$ cat src/rtl/multicycle_controller.sv
// multicycle_controller
//
// Purpose: control unit for a small multi-cycle processor. Walks each
// instruction through FETCH -> EXEC (-> MEM for loads/stores). It produces
// the datapath strobes, the PC update select, the Z/N flags and the
// return-address stack occupancy. A stack overflow or underflow, or an
// illegal opcode, latches a sticky fault and parks the controller in HALT
// until the next reset.
//
// Ports:
//   clk        in   rising-edge clock
//   rst_n      in   asynchronous active-low reset
//   run        in   start / continue execution
//   op         in   opcode held in the instruction register (OP_W bits)
//   cond       in   op10 condition select: 0 = branch on Z, 1 = branch on N
//   port_idx   in   input-port field of the instruction (PORT_W bits)
//   alu_z      in   ALU zero result
//   alu_n      in   ALU negative result
//   mem_ack    in   memory completes the outstanding request this cycle
//   mem_req    out  memory request (fetch, load or store)
//   ir_we      out  instruction register load
//   pc_we      out  PC update
//   branchSel  out  PC source: 0 = pc+2, 1 = target, 2 = stack top
//   rfwe       out  {LR push, N we, Z we, RF we}
//   dmwe       out  data memory write
//   outwe      out  output port write
//   wbSel      out  register-file write-back select
//   portSel    out  selected input port (PORT_W bits)
//   sp         out  stack occupancy
//   z_flag     out  registered zero flag
//   n_flag     out  registered negative flag
//   fault      out  sticky fault

module multicycle_controller #(
  parameter int OP_W      = 4,
  parameter int PORT_W    = 2,
  parameter int STK_DEPTH = 4
) (
  input  logic                           clk,
  input  logic                           rst_n,
  input  logic                           run,
  input  logic [OP_W-1:0]                op,
  input  logic                           cond,
  input  logic [PORT_W-1:0]              port_idx,
  input  logic                           alu_z,
  input  logic                           alu_n,
  input  logic                           mem_ack,
  output logic                           mem_req,
  output logic                           ir_we,
  output logic                           pc_we,
  output logic [1:0]                     branchSel,
  output logic [3:0]                     rfwe,
  output logic                           dmwe,
  output logic                           outwe,
  output logic                           wbSel,
  output logic [PORT_W-1:0]              portSel,
  output logic [$clog2(STK_DEPTH):0]     sp,
  output logic                           z_flag,
  output logic                           n_flag,
  output logic                           fault
);

  localparam int SP_W = $clog2(STK_DEPTH) + 1;

  typedef enum logic [2:0] {
    S_IDLE  = 3'd0,
    S_FETCH = 3'd1,
    S_EXEC  = 3'd2,
    S_MEM   = 3'd3,
    S_HALT  = 3'd4
  } state_t;

  state_t          state_q;
  logic [SP_W-1:0] sp_q;
  logic            z_q;
  logic            n_q;
  logic            fault_q;

  // ---------------------------------------------------------------------
  // Opcode decode. The opcode is widened so that codes 16 and above can be
  // recognised for any OP_W, while the low nibble selects the operation.
  // ---------------------------------------------------------------------
  logic [31:0] op_ext;
  logic [3:0]  opc;
  logic        op_illegal;
  logic        stk_full;
  logic        stk_empty;
  logic        exec_fault;
  logic        is_mem_op;
  logic        take_br;

  always_comb begin
    op_ext     = 32'(op);
    opc        = op_ext[3:0];
    op_illegal = (op_ext > 32'd15);
    stk_full   = (sp_q == SP_W'(STK_DEPTH));
    stk_empty  = (sp_q == '0);
    exec_fault = op_illegal
               | ((opc == 4'd11) & stk_full)
               | ((opc == 4'd12) & stk_empty);
    is_mem_op  = !op_illegal && ((opc == 4'd13) || (opc == 4'd14));
    // Flags are read from the registers, so an op10 directly after an ALU
    // op sees the values loaded at the end of that ALU op's EXEC cycle.
    take_br    = cond ? n_q : z_q;
  end

  // ---------------------------------------------------------------------
  // State machine, stack pointer, flags and fault.
  // ---------------------------------------------------------------------
  always_ff @(posedge clk or negedge rst_n) begin
    if (!rst_n) begin
      state_q <= S_IDLE;
      sp_q    <= '0;
      z_q     <= 1'b0;
      n_q     <= 1'b0;
      fault_q <= 1'b0;
    end else begin
      case (state_q)
        S_IDLE: begin
          if (run) state_q <= S_FETCH;
        end
        S_FETCH: begin
          if (mem_ack) state_q <= S_EXEC;
        end
        S_EXEC: begin
          if (exec_fault) begin
            fault_q <= 1'b1;
            state_q <= S_HALT;
          end else begin
            if ((opc >= 4'd1) && (opc <= 4'd3)) begin
              z_q <= alu_z;
              n_q <= alu_n;
            end
            if (opc == 4'd11) sp_q <= sp_q + SP_W'(1);
            if (opc == 4'd12) sp_q <= sp_q - SP_W'(1);
            if (is_mem_op)  state_q <= S_MEM;
            else if (run)   state_q <= S_FETCH;
            else            state_q <= S_IDLE;
          end
        end
        S_MEM: begin
          if (mem_ack) state_q <= run ? S_FETCH : S_IDLE;
        end
        S_HALT: begin
          state_q <= S_HALT;
        end
        default: begin
          state_q <= S_IDLE;
        end
      endcase
    end
  end

  // ---------------------------------------------------------------------
  // Output decode from the registered state. mem_req depends on state only,
  // so there is no path from mem_ack to mem_req, and an asynchronous reset
  // drops it at once. The ack-cycle strobes (ir_we, MEM completion) are
  // qualified by mem_ack because they must fire in the acknowledging cycle.
  // ---------------------------------------------------------------------
  always_comb begin
    mem_req   = (state_q == S_FETCH) || (state_q == S_MEM);
    ir_we     = 1'b0;
    pc_we     = 1'b0;
    branchSel = 2'd0;
    rfwe      = 4'b0000;
    dmwe      = 1'b0;
    outwe     = 1'b0;
    wbSel     = 1'b0;
    portSel   = '0;

    case (state_q)
      S_FETCH: begin
        ir_we = mem_ack;
      end
      S_EXEC: begin
        if (!exec_fault) begin
          case (opc)
            4'd1, 4'd2, 4'd3: rfwe = 4'b0111;
            4'd4, 4'd5, 4'd8: rfwe = 4'b0001;
            4'd6:             outwe = 1'b1;
            4'd7: begin
              rfwe    = 4'b0001;
              portSel = port_idx;
            end
            4'd11:            rfwe = 4'b1000;
            4'd15: begin
              rfwe  = 4'b0001;
              wbSel = 1'b1;
            end
            default: ;
          endcase
          // Loads and stores update the PC when memory acknowledges.
          if (!is_mem_op) begin
            pc_we = 1'b1;
            case (opc)
              4'd9, 4'd11: branchSel = 2'd1;
              4'd10:       branchSel = take_br ? 2'd1 : 2'd0;
              4'd12:       branchSel = 2'd2;
              default:     branchSel = 2'd0;
            endcase
          end
        end
      end
      S_MEM: begin
        if (mem_ack) begin
          pc_we = 1'b1;
          if (opc == 4'd14) dmwe = 1'b1;
          if (opc == 4'd13) begin
            rfwe  = 4'b0001;
            wbSel = 1'b1;
          end
        end
      end
      default: ;
    endcase
  end

  assign sp     = sp_q;
  assign z_flag = z_q;
  assign n_flag = n_q;
  assign fault  = fault_q;

endmodule
$ cat config.mk
export PLATFORM = sky130hd
export DESIGN_NAME = multicycle_controller
export DESIGN_NICKNAME = d
export VERILOG_FILES = /design/src/rtl/multicycle_controller.sv
export SDC_FILE = /design/constraint.sdc
export NUM_CORES = 1
export LEC_CHECK = 0
export ABC_CLOCK_PERIOD_IN_PS = 4380
export CORE_ASPECT_RATIO = 1.25
export CORE_MARGIN = 1.5
export CORE_UTILIZATION = 44
export CTS_CLUSTER_DIAMETER = 80
export DETAILED_ROUTE_END_ITERATION = 6
export GPL_TIMING_DRIVEN = 0
export PLACE_DENSITY_LB_ADDON = 0.2
export SLEW_MARGIN = 20
export SYNTH_ARGS = -nofsm -noshare
export SYNTH_HDL_FRONTEND = slang
export SYNTH_SLANG_ARGS = --single-unit
$ cat constraint.sdc
create_clock -name clk -period 4.38 [get_ports clk]
set_clock_uncertainty 0.2 [all_clocks]
set_input_delay 0.876 -clock clk [delete_from_list [all_inputs] [get_ports clk]]
set_output_delay 0.876 -clock clk [all_outputs]
set_load 0.05 [all_outputs]
# Word-level counts from Yosys, hierarchy flattened
# Index checks and enable logic that the tools add are counted.
# word_totals
reg_bits	9
input_bits	13
out_inout_bits	20
word_cells	88
# op_classes
add_sub_neg	2
n_lt_le_gt_ge	2
n_eq_ne	23
muxes	39
bitwise	4
reduce_logical	13
# op_table
op	count
$eq 4x4->1 const B	8
$mux 1	19
$mux 3	6
$eq 4x3->1 const B	4
$pmux 3 s5	1
$mux 2	7
$pmux 4 s3	1
$reduce_and 3->1	3
$eq 4x2->1 const B	2
$pmux 4 s2	1
$eq 3x2->1 const B	2
$eq 3x3->1 const B	2
$logic_not 3->1	2
$ne 2x2->1 const B	3
$pmux 2 s3	1
$reduce_or 5->1	1
$eq 4x1->1 const B	1
$ge 4x1->1 const B	1
$le 4x2->1 const B	1
$mux 4	1
$pmux 1 s2	2
$add 3x1->3 const B	1
$eq 3x1->1 const B	1
$reduce_or 3->1	1
9 further kinds	11

# Logic depth before layout (Yosys ltp)
# logic_depth
depth_word	6
mapped_depth	6
depth_no_buf	6

# Least setup slack after synthesis
# No wires, ideal clock.
# synth_timing
path_kind	input port to output port
from	input port op[2]
to	output port rfwe[2]
arrival_time_ns	3.289
required_ns	3.304
slack_ns	0.015
cell_stages	3
path_buffers	2
cell_sequence	clkbuf_1 nor4_1 buf_4
# synth_via
elab_chain_cells	5
word_cells_on_any_way	18
cone_classes	eq/ne: 10; mux: 3; bitwise: 3; reduce/logical: 2
# synth_lines
item	line	rtl
from (decl)	42	input logic [OP_W-1:0] op,
$eq 4x3->1, or another cell as far along	177	case (opc)
$reduce_or 5->1 (no source line), or another cell as far along	-	
$pmux 4 s3 or $or 1x1->1 (tied branches)	177, 100	
$mux 4 *	176	if (!exec_fault) begin
$pmux 4 s2 *	171	case (state_q)
to (decl)	52	output logic [3:0] rfwe,
# Every way passes the cells marked *; elsewhere a longest branch is shown, timed or not.

# Worst setup path after layout
# layout_timing
from	input port op[1]
to	output port rfwe[0]
# layout_via
elab_chain_cells	5
word_cells_on_any_way	21
cone_classes	eq/ne: 11; mux: 5; bitwise: 3; reduce/logical: 2
# layout_lines
item	line
$eq 4x3->1, or another cell as far along	177
$reduce_or 5->1 (no source line), or another cell as far along	-
$pmux 4 s3 or $or 1x1->1 (tied branches)	177, 100
$mux 4	176
$pmux 4 s2 *	171
# Marks and branches as above.

==> results.md <==
- Status: completed
- Drt total wl: 1.80 mm
- Share of post-route cells with drive strength above 1: 11.4%
- Post-synth EDFFs: 0
- Clock Path Buffers: 2
- Leakage power figure: 0.498 nW
- HP Start: fault$_DFFE_PN0P_
- Die area: 1950 µm²
- Final Cell Area: 1110 µm²
- Crit Path Category: in2out
- Ys flop type: dfrtp_1
- Initial antenna violation count: 0
- Final Setup Violations: 0
- Grt total ovfl: 0
- Setup Total Neg Slack: 0 ns
- Die X: 39.8 µm
- Num CTS Buffers: 3
- DRC errors left: 0
- I/O pin count: 33
- Area added between synthesis and finish: 48.8%
- Worst setup path startpoint: op[1]
- # rows: 16
- Sink Count: 9
- Htree depth: 1
- Power Density: 526 nW/µm²
- Largest net degree at the start of global routing: 11
- Avg WL per Cell: 12.8 µm
- Final period util: 97.0%
- Global-route wire length before repair: 2.88 mm
- Final Hold Viols: 0
- Starting Density: 47.0%
- Seq/Total Area, Yosys: 30.3%
- Pre-Repair DR Iteration Count: 4
- RSZ-0062 raised after global routing: yes
- Tmin final: 4.25 ns
- Setup repair bufs after CTS: 0
- Mean post-synth cell area: 8.45 µm²
- Setup crit start kind: input port
- Final count of pins violating max slew: 0
- Cells after synthesis: 88
- Most common cell in the netlist: dfrtp_1
- Post-Place Cells: 137
- Layout Nets: 138
- Peak VDD IR: 0.346 mV
- Vias/cell: 5.45
- R2r startpoint: sp[2]$_DFFE_PN0P_
- Synth area leaders: dfrtp_1, mux2_2, a21oi_1
- Clk_lat worst skew: 0.27 ns
- Yosys cell types: 36
- Max Cap Violations: 0
- Syn_nets: 102
- Gr usage total: 20.6%
- Routability congestion estimate: 0.776
- I/O Buffers: 31
- Commonest cells post-synth: dfrtp_1, nand2_1, nor2_1
- CTS clk-pin slew, worst paths: 0.06 ns
- Min-delay worst type: reg2reg
- Fmax: 235 MHz
- CTS tree: done
- Mapped Area: 743 µm²
- Chip height: 49.0 µm
- Routed Antenna Nets: 0
- Worst R2R Path Depth: 4
- Post-synth top area cell: dfrtp_1
- Synth async-reset ratio: 100%
- Yosys reg bits: 9
- CP Capture Type: output pin
- Critical Path AT: 3.17 ns
- Via count: 769
- Yosys warning count: 0
- Placed inst area: 1080 µm²
- Non-Filler Instances: 141
- Vias in the first global route: 668
- Clk root buf: clkbuf_4
- Core area: 1580 µm²
- Design Power: 0.582 mW
- Worst hold stages: 1
- Post-DP HPWL: 1.38 mm
- DRT iter0 DRCs: 7
- Slew @ Worst Pin: 0.521 ns
- Rel. slew slack: 65.0%
- Worst EP required: 3.30 ns
- ANT cells: 0
- Synth top area share: 30.3%
- Max FO, Critical Path: 7
-- metal layers --
metal,global-route usage [%],vias to the layer above,wire [µm]
li1,-,381,-
met1,27.2,367,770
met2,33.3,19,920
met3,2.74,2,84
met4,6.90,0,23
met5,0,-,0
-- critical path: stages --
cell and delay [ns]:
clkdlybuf4s50_1 0.47, or4b_4 0.57, a2111oi_4 0.44, or2b_2 0.26
o21ai_0 0.11, dlygate4sd2_1 0.43
-- layout make-up --
cell class | count | area (µm²)
multi-input combinational | 67 | 475
fill | 135 | 475
timing repair buffer | 31 | 308
sequential | 9 | 225
buffer | 7 | 30.0
clock buffer | 4 | 26.3
tap | 18 | 22.5
inverter | 5 | 18.8
-- where the power goes --
| group | internal (mW) | switching [mW] | total [mW] | leakage, nW |
|---|---|---|---|---|
| registers | 0.115 | 0.0255 | 0.140 | 0.112 |
| logic | 0.134 | 0.242 | 0.375 | 0.371 |
| clock network | 0.0352 | 0.0315 | 0.0667 | 0.0150 |
-- metrics by stage --
stage	hold slack [ns]	utilization, %	setup WS, ns
finish	0.274	69.9	0.131
global route	0.307	69.9	-0.00825
CTS	0.281	69.6	0.0801
detailed placement	0.262	68.0	-0.207
global placement	0.246	68.0	-0.180
floorplan	0.299	-	0.0146
-- path summary, 6_finish.rpt --
path / slack (ns) / to
setup / recovery: 0.13 / rfwe[0]
hold / removal: 0.27 / fault$_DFFE_PN0P_
hold reg to reg: 0.27 / fault$_DFFE_PN0P_
min in group asynchronous: 0.69 / z_flag$_DFFE_PN0P_
max in group asynchronous: 3.00 / state_q[0]$_DFFE_PN0P_
setup reg to reg: 2.32 / sp[0]$_DFFE_PN0P_
-- registers in the layout, indices dropped and copies added, names as in the netlist --
| signal | cells |
|---|---|
| z_flag | 1 |
| sp | 3 |
| state_q | 3 |
| fault | 1 |
| n_flag | 1 |
-- cells by family (layout without fill, tap and decap cells) --
logic type,count (synthesis),in the layout,share of synthesized area [%]
multiplexers,6,6,8.75
adder cells (fa/ha/maj),1,1,2.69
XOR/XNOR,3,3,3.54
buffers and inverters,12,47,6.57
flip-flops,9,9,30.3
AO/OA/AOI/OAI,15,15,14.5
AND/OR/NAND/NOR,42,42,33.7
-- cells in the final DEF (no fill, tap or decap), types with 2 or more instances in the layout --
cell type / n
dlymetal6s2s_1: 2
clkdlybuf4s50_1: 23
nand3_1: 2
nor3b_1: 3
clkbuf_4: 3
clkbuf_1: 7
nand2b_1: 3
or3_1: 2
nor2_1: 7
xor2_1: 2
a21oi_1: 6
nor4b_1: 2
inv_1: 5
nor3_1: 2
dfrtp_1: 9
dlygate4sd2_1: 6
mux2i_1: 2
nand3b_1: 2
nand2_1: 8
o21ai_0: 3
mux2_2: 4
-- what timing repair did --
item                                    CTS  global route
hold buffers                              0             0
endpoints found under the setup margin    7             8
gates resized for setup                   7             2
pin swaps                                 0             1
Power figures use the tool's default switching activity.
